### src/rtl/sram_arbiter.sv
// sram_arbiter: sequences one 256K x 16 async SRAM between video (word reads),
// CPU (byte reads/writes, 64K space plus ramdisk page) and JTAG (word reads/writes).
// Every SRAM strobe is registered, so address, byte enables and data settle
// before we_n falls and stay put until after it rises.
// Optional macro SRAM_ARB_STARVE_GUARD_EN: after STARVE_MAX consecutive video
// grants with the CPU waiting, the CPU wins the next arbitration.
module sram_arbiter #(
  parameter int unsigned RD_WAIT    = 1
`ifdef SRAM_ARB_STARVE_GUARD_EN
  , parameter int unsigned STARVE_MAX = 4
`endif
) (
  input  logic        clk24,
  input  logic        reset_n,
  input  logic        vid_req,
  input  logic [17:0] vid_addr,
  output logic        vid_ack,
  output logic [15:0] vid_data,
  input  logic        cpu_req,
  input  logic        cpu_we,
  input  logic [15:0] cpu_addr,
  input  logic [2:0]  cpu_page,
  input  logic [7:0]  cpu_wdata,
  output logic        cpu_ack,
  output logic [7:0]  cpu_rdata,
  input  logic        jt_req,
  input  logic        jt_we,
  input  logic [17:0] jt_addr,
  input  logic [15:0] jt_wdata,
  output logic        jt_ack,
  output logic [15:0] jt_rdata,
  output logic [17:0] sram_addr,
  output logic [15:0] sram_dq_o,
  output logic        sram_dq_oe,
  input  logic [15:0] sram_dq_i,
  output logic        sram_we_n,
  output logic        sram_ub_n,
  output logic        sram_lb_n
);

  typedef enum logic [2:0] {S_IDLE, S_RD, S_WR_SETUP, S_WR_PULSE, S_WR_HOLD, S_ACK} state_t;
  typedef enum logic [1:0] {OWN_NONE, OWN_VID, OWN_CPU, OWN_JT} owner_t;

  localparam logic [2:0] RD_LAST = 3'(RD_WAIT);

  state_t      state_q, state_d;
  owner_t      owner_q, owner_d;
  logic        hi_q, hi_d;
  logic [2:0]  rd_cnt_q, rd_cnt_d;
  logic [17:0] addr_q, addr_d;
  logic [15:0] dq_q, dq_d;
  logic        ub_n_q, ub_n_d, lb_n_q, lb_n_d;
  logic        we_n_q, we_n_d, dq_oe_q, dq_oe_d;
  logic        vid_ack_q, vid_ack_d, cpu_ack_q, cpu_ack_d, jt_ack_q, jt_ack_d;
  logic [15:0] vid_data_q, vid_data_d, jt_rdata_q, jt_rdata_d;
  logic [7:0]  cpu_rdata_q, cpu_rdata_d;
  logic        cpu_first, grant_vid, grant_cpu, grant_jt;

`ifdef SRAM_ARB_STARVE_GUARD_EN
  logic [2:0] starve_q;

  // Count video grants made while the CPU waits; any CPU grant or idle CPU clears it.
  always_ff @(posedge clk24 or negedge reset_n) begin
    if (!reset_n) begin
      starve_q <= 3'd0;
    end else if (!cpu_req || (state_q == S_IDLE && grant_cpu)) begin
      starve_q <= 3'd0;
    end else if (state_q == S_IDLE && grant_vid && starve_q != 3'd7) begin
      starve_q <= starve_q + 3'd1;
    end
  end

  assign cpu_first = cpu_req && ({29'd0, starve_q} >= STARVE_MAX);
`else
  assign cpu_first = 1'b0;
`endif

  // Fixed priority vid > cpu > jt, with the CPU promoted when the guard trips.
  assign grant_vid = vid_req && !cpu_first;
  assign grant_cpu = cpu_req && (cpu_first || !vid_req);
  assign grant_jt  = jt_req && !vid_req && !cpu_req;

  // Next-state, grant capture, read-data capture and strobe generation.
  // NOTE: every signal gets its hold value first so no path leaves it unassigned (no latch).
  always_comb begin
    state_d     = state_q;
    owner_d     = owner_q;
    hi_d        = hi_q;
    rd_cnt_d    = rd_cnt_q;
    addr_d      = addr_q;
    dq_d        = dq_q;
    ub_n_d      = ub_n_q;
    lb_n_d      = lb_n_q;
    vid_data_d  = vid_data_q;
    cpu_rdata_d = cpu_rdata_q;
    jt_rdata_d  = jt_rdata_q;
    unique case (state_q)
      S_IDLE: begin
        rd_cnt_d = 3'd0;
        if (grant_vid) begin
          owner_d = OWN_VID;
          addr_d  = vid_addr;
          ub_n_d  = 1'b0;
          lb_n_d  = 1'b0;
          state_d = S_RD;
        end else if (grant_cpu) begin
          owner_d = OWN_CPU;
          hi_d    = cpu_addr[0];
          addr_d  = {cpu_page, cpu_addr[15:1]};
          ub_n_d  = ~cpu_addr[0];
          lb_n_d  = cpu_addr[0];
          dq_d    = cpu_addr[0] ? {cpu_wdata, 8'h00} : {8'h00, cpu_wdata};
          state_d = cpu_we ? S_WR_SETUP : S_RD;
        end else if (grant_jt) begin
          owner_d = OWN_JT;
          addr_d  = jt_addr;
          ub_n_d  = 1'b0;
          lb_n_d  = 1'b0;
          dq_d    = jt_wdata;
          state_d = jt_we ? S_WR_SETUP : S_RD;
        end
      end
      S_RD: begin
        if (rd_cnt_q == RD_LAST) begin
          unique case (owner_q)
            OWN_VID: vid_data_d  = sram_dq_i;
            OWN_CPU: cpu_rdata_d = hi_q ? sram_dq_i[15:8] : sram_dq_i[7:0];
            OWN_JT:  jt_rdata_d  = sram_dq_i;
            default: ;
          endcase
          state_d = S_ACK;
        end else begin
          rd_cnt_d = rd_cnt_q + 3'd1;
        end
      end
      S_WR_SETUP: state_d = S_WR_PULSE;
      S_WR_PULSE: state_d = S_WR_HOLD;
      S_WR_HOLD:  state_d = S_ACK;
      S_ACK:      state_d = S_IDLE;
      default:    state_d = S_IDLE;
    endcase
    we_n_d    = (state_d != S_WR_PULSE);
    dq_oe_d   = (state_d == S_WR_SETUP) || (state_d == S_WR_PULSE) || (state_d == S_WR_HOLD);
    vid_ack_d = (state_d == S_ACK) && (owner_q == OWN_VID);
    cpu_ack_d = (state_d == S_ACK) && (owner_q == OWN_CPU);
    jt_ack_d  = (state_d == S_ACK) && (owner_q == OWN_JT);
  end

  // State and registered outputs; reset drops we_n/dq_oe asynchronously.
  // NOTE: sequential state uses non-blocking assignments so all registers update together.
  always_ff @(posedge clk24 or negedge reset_n) begin
    if (!reset_n) begin
      state_q     <= S_IDLE;
      owner_q     <= OWN_NONE;
      hi_q        <= 1'b0;
      rd_cnt_q    <= 3'd0;
      addr_q      <= 18'd0;
      dq_q        <= 16'd0;
      ub_n_q      <= 1'b1;
      lb_n_q      <= 1'b1;
      we_n_q      <= 1'b1;
      dq_oe_q     <= 1'b0;
      vid_ack_q   <= 1'b0;
      cpu_ack_q   <= 1'b0;
      jt_ack_q    <= 1'b0;
      vid_data_q  <= 16'd0;
      cpu_rdata_q <= 8'd0;
      jt_rdata_q  <= 16'd0;
    end else begin
      state_q     <= state_d;
      owner_q     <= owner_d;
      hi_q        <= hi_d;
      rd_cnt_q    <= rd_cnt_d;
      addr_q      <= addr_d;
      dq_q        <= dq_d;
      ub_n_q      <= ub_n_d;
      lb_n_q      <= lb_n_d;
      we_n_q      <= we_n_d;
      dq_oe_q     <= dq_oe_d;
      vid_ack_q   <= vid_ack_d;
      cpu_ack_q   <= cpu_ack_d;
      jt_ack_q    <= jt_ack_d;
      vid_data_q  <= vid_data_d;
      cpu_rdata_q <= cpu_rdata_d;
      jt_rdata_q  <= jt_rdata_d;
    end
  end

  assign vid_ack    = vid_ack_q;
  assign vid_data   = vid_data_q;
  assign cpu_ack    = cpu_ack_q;
  assign cpu_rdata  = cpu_rdata_q;
  assign jt_ack     = jt_ack_q;
  assign jt_rdata   = jt_rdata_q;
  assign sram_addr  = addr_q;
  assign sram_dq_o  = dq_q;
  assign sram_dq_oe = dq_oe_q;
  assign sram_we_n  = we_n_q;
  assign sram_ub_n  = ub_n_q;
  assign sram_lb_n  = lb_n_q;

endmodule

### config.mk
export PLATFORM = sky130hd
export DESIGN_NAME = sram_arbiter
export DESIGN_NICKNAME = d
export VERILOG_FILES = /design/src/rtl/sram_arbiter.sv
export SDC_FILE = /design/constraint.sdc
export NUM_CORES = 1
export LEC_CHECK = 0
export CAP_MARGIN = 30
export CORE_UTILIZATION = 40
export CTS_BUF_LIST = sky130_fd_sc_hd__clkbuf_8
export DETAILED_ROUTE_END_ITERATION = 16
export PLACE_DENSITY = 0.76
export SYNTH_ARGS = -nofsm -noshare
export SYNTH_HDL_FRONTEND = slang
export SYNTH_SLANG_ARGS = --single-unit
### constraint.sdc
create_clock -name clk24 -period 2.2 [get_ports clk24]
set_input_delay 0.44 -clock clk24 [delete_from_list [all_inputs] [get_ports clk24]]
set_output_delay 0.44 -clock clk24 [all_outputs]
set_load 0.02 [all_outputs]
# Yosys cells after proc, flatten, opt, wreduce, memory -nomap -nowiden
# Index checks and enable logic that the tools add are counted.
# word_totals
register_bits	90
inputBits	102
output_inout_bits	81
elab_cells	78
# classes
add_sub_neg	1
n_eq_ne	14
n_mux	24
n_bitwise	2
reduce_logical	21
# ops
op	n
two-way mux 18 bit	3
two-way mux 16 bit	3
two-way mux 3 bit	5
case mux 3 bit (5 select lines)	1
AND reduction 3 bit	5
== test 3 x 2 -> 1 bit (second input constant)	4
two-way mux 2 bit	5
== test 3 bit (second input constant)	3
two-way mux 8 bit	1
== test 3 x 1 -> 1 bit (second input constant)	2
logical AND 1 bit	6
case mux 3 bit (2 select lines)	1
two-way mux 1 bit	5
== test 2 bit (second input constant)	2
AND reduction 2 bit	2
nonzero test 2 bit	2
adder 3 x 1 -> 3 bit (second input constant)	1
logical NOT 3 bit	1
inequality test 3 x 2 -> 1 bit (second input constant)	1
nonzero test 3 bit	1
== test 2 x 1 -> 1 bit (second input constant)	1
logical NOT 1 bit	2
logical OR 1 bit	2
inequality test 2 bit (second input constant)	1
NOT 1 bit	2

# Depth between registers and ports, before layout
# logic_depth
ltp_word	10
ltp_mapped	6
depth_no_buf	5

# Least setup slack after synthesis
# No wires, ideal clock.
# synth_path
path_kind	reg-to-reg
start	reg rd_cnt_q[1]
end	reg jt_rdata_q[10], in the netlist jt_rdata[10]
setup_ns	0.125
arrival_time_ns	1.752
required_ns	2.075
slack_ns	0.323
stages_incl_launch_ff	7
path_buffers	1
period_less_slack_ns	1.877
path_cell_list	dfrtp_1 inv_1 ha_1 nand3b_1 nor3_4 buf_6 mux2_2
# synth_between
elab_chain_len	2
# synth_rtl
item	line_no	source
start, declared	49	logic [2:0] rd_cnt_q, rd_cnt_d;
start signal, assigned	173	rd_cnt_q <= rd_cnt_d;
== test 3 x 1 -> 1 bit	124	if (rd_cnt_q == RD_LAST) begin
AND reduction 3 bit (no line)	-	
end signal, assigned	185	jt_rdata_q <= jt_rdata_d;
end, declared	55	logic [15:0] vid_data_q, vid_data_d, jt_rdata_q, jt_rdata_d;
# No other way between the ends.
# A chain may end at the register's enable or synchronous reset.

# Worst setup path in the final report
# layout_path
start	reg rd_cnt_q[1]
end	reg cpu_rdata_q[1], in the netlist cpu_rdata[1]
# layout_between
elab_chain_len	2
# layout_rtl
item	line_no	source
== test 3 x 1 -> 1 bit	124	
AND reduction 3 bit (no line)	-	
end signal, assigned	184	cpu_rdata_q <= cpu_rdata_d;
end, declared	56	logic [7:0] cpu_rdata_q, cpu_rdata_d;
# No other way between the ends.

==> summary.md <==
| Metric | Value |
|---|---|
| First-pass GRT wire length | around 18000 um |
| Cells after synthesis | around 350 |
| Crit path launch type | flip-flop |
| Core area | 10500 um^2 |
| Status | finished, final reports clean |
| CP endpoint kind | flip-flop |
| Setup TNS | 0 ps |
| Post-synth net total | about 450 |
| Avg Synthesized Cell Area | 12.6 um^2 |
| Routed WL | 10900 um |
| Gr usage total | 0.201 |
| Final HPWL DP | approximately 8400 um |
| Clock transition at path regs | about 90 ps |
| Tmin final | roughly 2100 ps |
| Post-synthesis sequential area ratio | 0.516 |
| Clk root buf | clkbuf_8 |
| Clock Sink Count | 90 |
| Layout Cells excl Fill | between 600 and 700 |
| Post-CTS Setup Bufs | 0 |
| Via/cell ratio | slightly above 5 |
| Top Layer Used | met4 |
| Initial antenna violation count | 0 |
| Leak | 2.82 nW |
| Die Y | approximately 110 um |
| Antenna fix cells | 0 |
| Initial DRC Count | 121 |
| RSZ-0062 raised after global routing | false |
| Area growth syn-to-layout | 52.2% |
| CP Class | flip-flop to flip-flop |
| Initial Utilization | 0.417 |
| Row count | 37 |
| PostCTS Resize Cnt | 0 |
| Library cells used by synthesis | 35 |
| Clock Skews | about 12 ps |
| Worst-Skew Late Latency | around 360 ps |
| Largest net degree at the start of global routing | 35 |
| Hold Fails Final Rpt | 0 |
| Main synth FF type | dfrtp_1 |
| Cell Pwr Density | between 1000 and 1500 nW/um^2 |
| Utilization after layout | 0.635 |
| Clk buf depth | 2 |
| First-pass iteration count of the detailed router | 4 |
| Post-route ant nets | 0 |
| Post-Syn Area | about 4400 um^2 |
| Endpoints failing setup | 0 |
| Worst Path Required | between 2000 and 2500 ps |
| Pins Over Slew Limit | 0 |
| Post-CTS Hold Fix Bufs | 0 |
| CP max FO | 8 |
| Worst Hold Class | input pin to asynchronous set/reset pin |
| Die Width | 107 um |
| Slew @ Worst Pin | just over 500 ps |
| GPL Wtd Cong | between 0.8 and 0.9 |
| Routed wl met2 | 5340 um |
| Vias in the first global route | between 3000 and 4000 |
| Max Cap Violations | 0 |
| M1 WL | about 4500 um |
| Crit path DAT | roughly 2300 ps |
| Final #Nets | 641 |
| Routed wl met3 | between 800 and 900 um |
| FFs w/ async S/R, synth | 1.00 |
| Remaining global-route overflow | 0 |
| I/O Buffers | approximately 180 |
| Period utilisation layout | 0.937 |
| Layout cells sized above 1 | 0.245 |
| Peak supply drop | around 0.63 mV |
| CTS tree | built |
| H-tree Lvls | 3 |
| Die area | about 11000 um^2 |
| Rel. slew slack | 0.659 |
| Flops & latches, synth | 90 |
| CTS buffer count | 9 |
| Max Clk Rate | 485 MHz |
| Drt drc | 0 |
| Vias post-DR | ~3400 |
| IO Pins | about 180 |
| Avg WL per Cell | between 15 and 20 um |
| Dpl cells | 662 |
| Ys Warns | 0 |
| EDFF count, synth | 0 |
[metrics by stage]
stage                     hold WS (ps)  setup slack, ps  area (um^2)  power (mW)
after detailed placement           418             99.6         6460        7.29
final                             24.2              139         6650        8.28
after CTS                         25.9              135         6650        8.38
after global routing              31.2             22.2         6650        8.76
after floorplan                    144              323         4370        5.17
after global placement             415              120         6460        7.16
[worst max-delay path: stages (launching register included)]
cell and delay, ps:
dfrtp_1 420, inv_1 80, ha_1 240, nand3b_1 270, nor3_4 540, mux2_2 390
[per-layer routing]
layer	vias to the layer above	global-route usage
met4	0	0.0734
met2	141	0.349
met1	1685	0.234
li1	1597	-
met3	14	0.0601
met5	-	0
[cell usage after synthesis (all sizes together), types with 2 or more instances]
cell type,n,area share
o31ai,2,0.0034
nor2,7,0.0060
nor2b,12,0.017
dfstp,3,0.018
inv,10,0.0086
mux2,93,0.24
ha,2,0.0057
mux2i,26,0.060
clkbuf,9,0.0077
o21ai,21,0.024
a21oi,3,0.0034
buf,13,0.021
nand2b,2,0.0029
nor3,7,0.018
dfrtp,87,0.50
a22o,4,0.0080
nor3b,2,0.0060
nand3b,3,0.0052
nand2,31,0.027
[layout make-up]
cell class | count | area [um^2]
timing repair buffer | 201 | 2050
multi-input combinational | 225 | 1950
fill | 842 | 3810
clock inverter | 6 | 48.8
clock buffer | 10 | 138
sequential | 90 | 2260
tap | 136 | 170
inverter | 10 | 37.5
[registers in the layout, indices dropped and copies added (netlist names), 2 cells and up]
name	cells
cpu_rdata	8
vid_data	16
sram_addr	18
state_q	3
jt_rdata	16
owner_q	2
sram_dq_o	16
rd_cnt_q	3
[report_power, final]
| group | total (mW) | internal (mW) | switching, mW | leakage (nW) |
|---|---|---|---|---|
| clock network | 1.06 | 0.451 | 0.607 | 0.0855 |
| registers | 2.93 | 2.45 | 0.485 | 1.11 |
| logic | 4.29 | 2.35 | 1.94 | 1.62 |
[cell families (layout without fill, tap and decap cells)]
logic type | count (synthesis) | in the layout | share of synthesized area
multiplexers | 119 | 119 | 0.299
buffers and inverters | 32 | 227 | 0.0378
adder cells (fa/ha/maj) | 3 | 3 | 0.00802
flip-flops | 90 | 90 | 0.516
AO/OA/AOI/OAI | 36 | 36 | 0.0510
AND/OR/NAND/NOR | 67 | 67 | 0.0874
[worst paths after layout]
path | startpoint | end | slack [ps] | depth (start not counted)
max | rd_cnt_q[1] | cpu_rdata[1] | 140 | 5
min | reset_n | jt_rdata[0] | 20 | 1
max in group asynchronous | reset_n | jt_rdata[12] | 1480 | 2
min reg2reg | sram_ub_n | sram_ub_n | 490 | 1
max reg2reg | rd_cnt_q[1] | cpu_rdata[1] | 140 | 5
min in group clk24 | sram_ub_n | sram_ub_n | 490 | 1
[layout by cell type (no fill, tap or decap), types with 2 or more instances in the layout]
cell type        Yosys  layout
ha_1                 2       2
a22o_1               4       4
o31ai_1              2       2
nand2_1             31      31
buf_4                2      13
a21oi_1              3       3
buf_12               0       7
nand3b_1             3       3
dfstp_2              3       3
nor2b_1             12      11
dfrtp_1             87      87
clkinvlp_4           0       3
nor3_1               3       3
mux2_1               5       5
mux2i_1             26      26
inv_6                0       2
nor2_1               7       7
mux2_2              88      88
nand2b_1             2       2
inv_1               10      10
clkdlybuf4s50_1      0     181
nor3_4               4       4
clkbuf_8             0      10
o21ai_0             21      21
Note: power is estimated with default switching activity, not from simulation.
